`src/rtl/wgt_load_ctrl_pkg.sv`:
```
// Shared types and constants for the PE-row weight-load controller.
package wgt_load_ctrl_pkg;

  typedef enum logic [1:0] {
    ST_IDLE  = 2'd0,
    ST_LOAD  = 2'd1,
    ST_DRAIN = 2'd2
  } state_e;

  // Weight slots per PE; the PE array sizes its slot storage from the same value.
  localparam int WGT_DEPTH    = 2;
  localparam int DEF_ID_WIDTH = 6;

  // $clog2 that never returns 0, so a counter for a 1-deep range still has a bit.
  function automatic int clog2_min1(input int value);
    return (value <= 2) ? 1 : $clog2(value);
  endfunction

endpackage

```
`src/rtl/wgt_load_ctrl_if.sv`:
```
// Weight stream, load bus, pop and status signals between the weight buffer
// side (master) and the load controller (slave).
interface wgt_load_ctrl_if #(
  parameter int ID_WIDTH   = wgt_load_ctrl_pkg::DEF_ID_WIDTH,
  parameter int DATA_WIDTH = 8
);

  logic                  i_start;
  logic                  i_wgt_vld;
  logic [DATA_WIDTH-1:0] i_wgt_data;
  logic                  o_wgt_rdy;
  logic                  o_load_vld;
  logic [ID_WIDTH-1:0]   o_load_id;
  logic [DATA_WIDTH-1:0] o_load_data;
  logic                  i_pop_req;
  logic                  o_pop_vld;
  logic                  o_busy;
  logic                  o_done;
  logic                  o_loaded;

  modport master (
    output i_start, i_wgt_vld, i_wgt_data, i_pop_req,
    input  o_wgt_rdy, o_load_vld, o_load_id, o_load_data,
           o_pop_vld, o_busy, o_done, o_loaded
  );

  modport slave (
    input  i_start, i_wgt_vld, i_wgt_data, i_pop_req,
    output o_wgt_rdy, o_load_vld, o_load_id, o_load_data,
           o_pop_vld, o_busy, o_done, o_loaded
  );

endinterface

```
`src/rtl/wgt_load_ctrl.sv`:
```
// Source end of one PE row's weight-load chain. Tags each accepted weight beat
// with its target PE ID (all PEs get slot 0 before slot 1), waits for the chain
// to drain, then reports completion and gates pop pulses into the array.
//
// state    | meaning
// ---------+------------------------------------------------------------
// ST_IDLE  | no pass in progress; pops allowed once weights are resident
// ST_LOAD  | accepting beats and driving the load bus
// ST_DRAIN | last beat sent, waiting one hop per PE for the chain to settle
module wgt_load_ctrl #(
  parameter int NUM_PE     = 36,
  parameter int ID_WIDTH   = wgt_load_ctrl_pkg::DEF_ID_WIDTH,
  parameter int DATA_WIDTH = 8,
  parameter int WGT_DEPTH  = wgt_load_ctrl_pkg::WGT_DEPTH,
  parameter int DRAIN_CYC  = NUM_PE
) (
  input  logic           clk,
  input  logic           rst,
  wgt_load_ctrl_if.slave bus
);
  import wgt_load_ctrl_pkg::*;

  localparam int SLOT_W  = clog2_min1(WGT_DEPTH);
  localparam int DRAIN_W = clog2_min1(DRAIN_CYC + 1);

  localparam logic [ID_WIDTH-1:0] LAST_ID    = ID_WIDTH'(NUM_PE - 1);
  localparam logic [SLOT_W-1:0]   LAST_SLOT  = SLOT_W'(WGT_DEPTH - 1);
  localparam logic [DRAIN_W-1:0]  LAST_DRAIN = DRAIN_W'(DRAIN_CYC - 1);

  state_e                state_q, state_d;
  logic [ID_WIDTH-1:0]   id_cnt_q, id_cnt_d;
  logic [SLOT_W-1:0]     slot_cnt_q, slot_cnt_d;
  logic [DRAIN_W-1:0]    drain_cnt_q, drain_cnt_d;
  logic                  load_vld_q, load_vld_d;
  logic [ID_WIDTH-1:0]   load_id_q, load_id_d;
  logic [DATA_WIDTH-1:0] load_data_q, load_data_d;
  logic                  pop_vld_q, pop_vld_d;
  logic                  done_q, done_d;
  logic                  loaded_q, loaded_d;
  logic                  accept;

  assign accept = bus.i_wgt_vld && (state_q == ST_LOAD);

  // Next-state, counter and output-register logic; i_start beats a same-cycle pop.
  always_comb begin
    state_d     = state_q;
    id_cnt_d    = id_cnt_q;
    slot_cnt_d  = slot_cnt_q;
    drain_cnt_d = drain_cnt_q;
    load_vld_d  = 1'b0;
    load_id_d   = load_id_q;
    load_data_d = load_data_q;
    pop_vld_d   = 1'b0;
    done_d      = 1'b0;
    loaded_d    = loaded_q;

    case (state_q)
      ST_IDLE: begin
        if (bus.i_start) begin
          state_d    = ST_LOAD;
          id_cnt_d   = '0;
          slot_cnt_d = '0;
          loaded_d   = 1'b0;
        end else if (bus.i_pop_req && loaded_q) begin
          pop_vld_d = 1'b1;
        end
      end
      ST_LOAD: begin
        if (accept) begin
          load_vld_d  = 1'b1;
          load_id_d   = id_cnt_q;
          load_data_d = bus.i_wgt_data;
          if (id_cnt_q == LAST_ID) begin
            id_cnt_d   = '0;
            slot_cnt_d = slot_cnt_q + 1'b1;
            if (slot_cnt_q == LAST_SLOT) begin
              state_d     = ST_DRAIN;
              drain_cnt_d = '0;
            end
          end else begin
            id_cnt_d = id_cnt_q + 1'b1;
          end
        end
      end
      ST_DRAIN: begin
        drain_cnt_d = drain_cnt_q + 1'b1;
        if (drain_cnt_q == LAST_DRAIN) begin
          done_d   = 1'b1;
          loaded_d = 1'b1;
          state_d  = ST_IDLE;
        end
      end
      default: state_d = ST_IDLE;
    endcase
  end

  // State, counters and registered outputs; reset discards any partial pass.
  always_ff @(posedge clk or posedge rst) begin
    if (rst) begin
      state_q     <= ST_IDLE;
      id_cnt_q    <= '0;
      slot_cnt_q  <= '0;
      drain_cnt_q <= '0;
      load_vld_q  <= 1'b0;
      load_id_q   <= '0;
      load_data_q <= '0;
      pop_vld_q   <= 1'b0;
      done_q      <= 1'b0;
      loaded_q    <= 1'b0;
    end else begin
      state_q     <= state_d;
      id_cnt_q    <= id_cnt_d;
      slot_cnt_q  <= slot_cnt_d;
      drain_cnt_q <= drain_cnt_d;
      load_vld_q  <= load_vld_d;
      load_id_q   <= load_id_d;
      load_data_q <= load_data_d;
      pop_vld_q   <= pop_vld_d;
      done_q      <= done_d;
      loaded_q    <= loaded_d;
    end
  end

  assign bus.o_wgt_rdy   = (state_q == ST_LOAD);
  assign bus.o_busy      = (state_q != ST_IDLE);
  assign bus.o_load_vld  = load_vld_q;
  assign bus.o_load_id   = load_id_q;
  assign bus.o_load_data = load_data_q;
  assign bus.o_pop_vld   = pop_vld_q;
  assign bus.o_done      = done_q;
  assign bus.o_loaded    = loaded_q;

endmodule

```
`src/flat_wrapper.sv`:
```
// flat-port wrapper written by rule: the top's interface ports become plain ports
module wgt_load_ctrl_flat import wgt_load_ctrl_pkg::*;
#(
  parameter int NUM_PE     = 36,
  parameter int ID_WIDTH   = wgt_load_ctrl_pkg::DEF_ID_WIDTH,
  parameter int DATA_WIDTH = 8,
  parameter int WGT_DEPTH  = wgt_load_ctrl_pkg::WGT_DEPTH,
  parameter int DRAIN_CYC  = NUM_PE
)
  (clk, rst, bus_i_start, bus_i_wgt_vld, bus_i_wgt_data, bus_i_pop_req, bus_o_wgt_rdy, bus_o_load_vld, bus_o_load_id, bus_o_load_data, bus_o_pop_vld, bus_o_busy, bus_o_done, bus_o_loaded);
  wgt_load_ctrl_if #(.ID_WIDTH(ID_WIDTH), .DATA_WIDTH(DATA_WIDTH)) bus_i ();
  input  logic clk;
  input  logic rst;
  input wire logic [$bits(bus_i.i_start)-1:0] bus_i_start;
  input wire logic [$bits(bus_i.i_wgt_vld)-1:0] bus_i_wgt_vld;
  input wire logic [$bits(bus_i.i_wgt_data)-1:0] bus_i_wgt_data;
  input wire logic [$bits(bus_i.i_pop_req)-1:0] bus_i_pop_req;
  output wire logic [$bits(bus_i.o_wgt_rdy)-1:0] bus_o_wgt_rdy;
  output wire logic [$bits(bus_i.o_load_vld)-1:0] bus_o_load_vld;
  output wire logic [$bits(bus_i.o_load_id)-1:0] bus_o_load_id;
  output wire logic [$bits(bus_i.o_load_data)-1:0] bus_o_load_data;
  output wire logic [$bits(bus_i.o_pop_vld)-1:0] bus_o_pop_vld;
  output wire logic [$bits(bus_i.o_busy)-1:0] bus_o_busy;
  output wire logic [$bits(bus_i.o_done)-1:0] bus_o_done;
  output wire logic [$bits(bus_i.o_loaded)-1:0] bus_o_loaded;
  assign bus_i.i_start = bus_i_start;
  assign bus_i.i_wgt_vld = bus_i_wgt_vld;
  assign bus_i.i_wgt_data = bus_i_wgt_data;
  assign bus_i.i_pop_req = bus_i_pop_req;
  assign bus_o_wgt_rdy = bus_i.o_wgt_rdy;
  assign bus_o_load_vld = bus_i.o_load_vld;
  assign bus_o_load_id = bus_i.o_load_id;
  assign bus_o_load_data = bus_i.o_load_data;
  assign bus_o_pop_vld = bus_i.o_pop_vld;
  assign bus_o_busy = bus_i.o_busy;
  assign bus_o_done = bus_i.o_done;
  assign bus_o_loaded = bus_i.o_loaded;
  wgt_load_ctrl #(.NUM_PE(NUM_PE), .ID_WIDTH(ID_WIDTH), .DATA_WIDTH(DATA_WIDTH), .WGT_DEPTH(WGT_DEPTH), .DRAIN_CYC(DRAIN_CYC)) u_core (.clk(clk), .rst(rst), .bus(bus_i));
endmodule
```
`config.mk`:
```
export PLATFORM = sky130hd
export DESIGN_NAME = wgt_load_ctrl_flat
export DESIGN_NICKNAME = d
export VERILOG_FILES = /design/src/rtl/wgt_load_ctrl_pkg.sv /design/src/rtl/wgt_load_ctrl_if.sv /design/src/rtl/wgt_load_ctrl.sv /design/src/flat_wrapper.sv
export SDC_FILE = /design/constraint.sdc
export NUM_CORES = 1
export LEC_CHECK = 0
export CORE_AREA = 3 3 67 69
export DETAILED_ROUTE_END_ITERATION = 8
export DIE_AREA = 0 0 70 72
export HOLD_SLACK_MARGIN = 0.03
export PLACE_DENSITY = 0.72
export REMOVE_ABC_BUFFERS = 1
export SYNTH_ARGS = -nofsm -noshare
export SYNTH_HDL_FRONTEND = slang
export SYNTH_SLANG_ARGS = --single-unit
```
`constraint.sdc`:
```
create_clock -name clk -period 3.76 [get_ports clk]
set_input_delay 0.564 -clock clk [delete_from_list [all_inputs] [get_ports clk]]
set_output_delay 0.564 -clock clk [all_outputs]
set_load 0.01 [all_outputs]
```
==> summary.md <==
| Metric | Value |
|---|---|
| Dpl cell area | `around 0.0019 mm^2` |
| Top-count cell post-synth | `dfrtp_1` |
| R2R depth | `3` |
| Dpl ws | `about 1600 ps` |
| Async SR Flop Fraction | `1.00` |
| Pin count of the biggest net entering global routing | `34` |
| Final Power | `1.06 mW` |
| I/O Pins | `33` |
| Post-CTS setup buffer count | `0` |
| Row count | `23` |
| Post-layout util | `0.504` |
| IO buf count | `32` |
| Worst slew pin tran | `580 ps` |
| Reg2reg start | `u_core.state_q[0]` |
| Critical path required time | `3200 ps` |
| Starting Density | `0.389` |
| Full die area | `~0.0050 mm^2` |
| Dominant cells by area after synthesis | `dfrtp_1, mux2_2, mux2i_1` |
| Yosys reg bits | `33` |
| Worst Slack Setup Final | `~1300 ps` |
| Reg2Reg Setup Slack | `1940 ps` |
| Fin Hold WS | `just over 500 ps` |
| Final min period | `2450 ps` |
| Post-cts sizing count | `0` |
| Crit Path Class | `reg2out` |
| Worst Path Arrival | `between 1500 and 2000 ps` |
| H-tree depth | `2` |
| Number of synthesis warnings | `0` |
| Routed Antenna Nets | `0` |
| Drt total wl | `slightly above 3 mm` |
| Total negative slack | `0 ps` |
| Synthesized instance count | `130` |
| First-pass GRT wire length | `5.20 mm` |
| Grt ovf | `0` |
| Crit path to | `bus_o_wgt_rdy` |
| Number of DRC markers in iteration 0 | `48` |
| RSZ-0062 raised after global routing | `no` |
| Mapped cell area | `roughly 0.0015 mm^2` |
| Post-DP HPWL | `about 2.2 mm` |
| Final Cell Area | `about 0.0020 mm^2` |
| Setup violators final | `0` |
| Fmax | `around 400 MHz` |
| Commonest cells post-synth | `dfrtp_1, mux2_2, nand2_1` |
| Primary FF master, synth | `dfrtp_1` |
| Clk sink count | `33` |
| Diode count | `0` |
| Total CTS buffers | `5` |
| Endpoints failing hold | `0` |
| Distinct cells, synth | `38` |
| Max-slew headroom | `0.613` |
| Worst Clk Skew | `7.04 ps` |
| Leading area contributor after synthesis | `dfrtp_1` |
| Worst Setup SP | `u_core.state_q[0]` |
| Via Count | `between 1000 and 1500` |
| Initial antenna violation count | `0` |
| Drt wl/cell | `around 14 um` |
| CP startpoint kind | `flip-flop` |
| CORE AREA | `a little under 0.004 mm^2` |
| Cell Pwr Density | `roughly 530 mW/mm^2` |
| Hold Buf Count CTS | `0` |
| Layout Cells excl Fill | `215` |
| Status | `finished clean` |
| Area Growth Syn to Fin | `29.7%` |
| Vias in the first global route | `about 1100` |
| Worst-path fanout max | `16` |
| Max-Cap Viols | `0` |
| Max Slew Vio Count | `0` |
| Maximum buffer depth of the clock tree | `2` |
| Clock Latency Late Sink | `~280 ps` |
| Share of post-route cells with drive strength above 1 | `0.182` |
| Fin crit share | `0.652` |
| Layout Nets | `179` |
| Drt first pass iters | `4` |
| Top cell type's share of synthesized area | `0.535` |
| Gpl congestion | `0.792` |
| Clock root buffer master | `clkbuf_8` |
| Placed insts | `about 210` |
| Mean Syn Cell Area | `~12 um^2` |
| Drt drc | `0` |
| Die height | `slightly above 70 um` |
| Drt via density | `between 5 and 6` |
| RR Endpoint | `u_core.id_cnt_q[5]` |
| Die Width | `about 70 um` |
| Sequential-to-total area share from yosys stat | `0.535` |
| CTS tree | `yes` |
| Critical path endpoint category | `output port` |
| Max rail drop VDD | `~300 uV` |
| Clock Pin Slew Worst Setup and Hold Paths | `70 ps` |
| P_leak | `roughly 0.84 nW` |
| Post-synth EDFFs | `0` |
| Hold Path Class | `reg2reg` |
| Total track usage | `0.131` |
worst min-delay path by stage:
stage                                    from                   endpoint  slack [ps]  depth (start not counted)
floorplan                  u_core.id_cnt_q[0]         u_core.id_cnt_q[0]         490                          1
detailed placement  u_core.bus.o_load_data[2]  u_core.bus.o_load_data[2]         490                          1
finish              u_core.bus.o_load_data[2]  u_core.bus.o_load_data[2]         510                          1
global route        u_core.bus.o_load_data[5]  u_core.bus.o_load_data[5]         520                          1
global placement    u_core.bus.o_load_data[5]  u_core.bus.o_load_data[5]         490                          1
CTS                 u_core.bus.o_load_data[2]  u_core.bus.o_load_data[2]         510                          1
critical path: stages (launching register included):
cell	delay, ps
dfrtp_1	710
nor2b_1	310
clkdlybuf4s50_1	590
registers in the layout (all words and copies together) (netlist names), 2 cells and up:
| name | flops |
|---|---|
| u_core.bus.o_load_data | 8 |
| u_core.drain_cnt_q | 6 |
| u_core.bus.o_load_id | 6 |
| u_core.state_q | 2 |
| u_core.id_cnt_q | 6 |
kinds of logic after synthesis:
family	Yosys count	share of synthesized area
DFF	33	0.535
xor gates and xnor gates	4	0.0227
and+or+nand+nor	36	0.151
AOI/OAI and AO/OA	24	0.107
adders and majority gates	2	0.0162
muxes	18	0.128
buffers and inverters	13	0.0405
power by group:
part           leakage, nW  internal, mW  switching [mW]  total (mW)
clock               0.0542         0.165           0.124       0.289
combinational        0.431         0.156           0.105       0.262
sequential           0.359         0.430          0.0798       0.510
metal layers:
metal | track usage | vias to the layer above | part of all wire | wire length [um]
li1 | - | 535 | - | -
met1 | 0.146 | 548 | 0.43 | 1340
met2 | 0.232 | 35 | 0.50 | 1530
met3 | 0.0512 | 2 | 0.065 | 202
met4 | 0.0447 | 0 | 0.0055 | 17
met5 | 0 | - | 0 | 0
final cells by class:
class | count | area (um^2)
clock buffers | 7 | 96.3
clock inverters | 1 | 5.00
fillers | 349 | 1970
inverters | 6 | 22.5
multi-input cells | 84 | 656
flip-flops and latches | 33 | 826
well taps | 50 | 62.6
repair buffers | 34 | 335
layout by cell type, fill, tap and decap left out:
cell type	Yosys	final
dfrtp_1	33	33
clkdlybuf4s50_1	0	32
mux2_2	14	14
nand2_1	10	10
clkbuf_8	0	7
o21ai_0	6	6
inv_1	6	6
o22ai_1	5	5
mux2i_1	4	4
nor2b_1	4	4
o31ai_1	3	3
nor2_1	3	3
nand3_1	3	3
xor2_1	3	3
nor3_1	3	3
or2_2	2	2
o21ai_1	2	2
o2bb2ai_1	2	2
o211ai_1	2	2
or4_1	2	2
ha_1	2	2
buf_4	1	2
nor4b_1	1	1
nand2b_1	1	1
nand3b_1	1	1
nand4bb_1	1	1
nor3b_1	1	1
o41ai_1	1	1
nor3_4	1	1
a22o_1	1	1
or4_4	1	1
o211ai_2	1	1
xnor2_1	1	1
nand4b_4	1	1
o311ai_1	1	1
nand4b_1	1	1
clkinv_2	0	1
No activity file was read; power rests on OpenSTA's default activity.
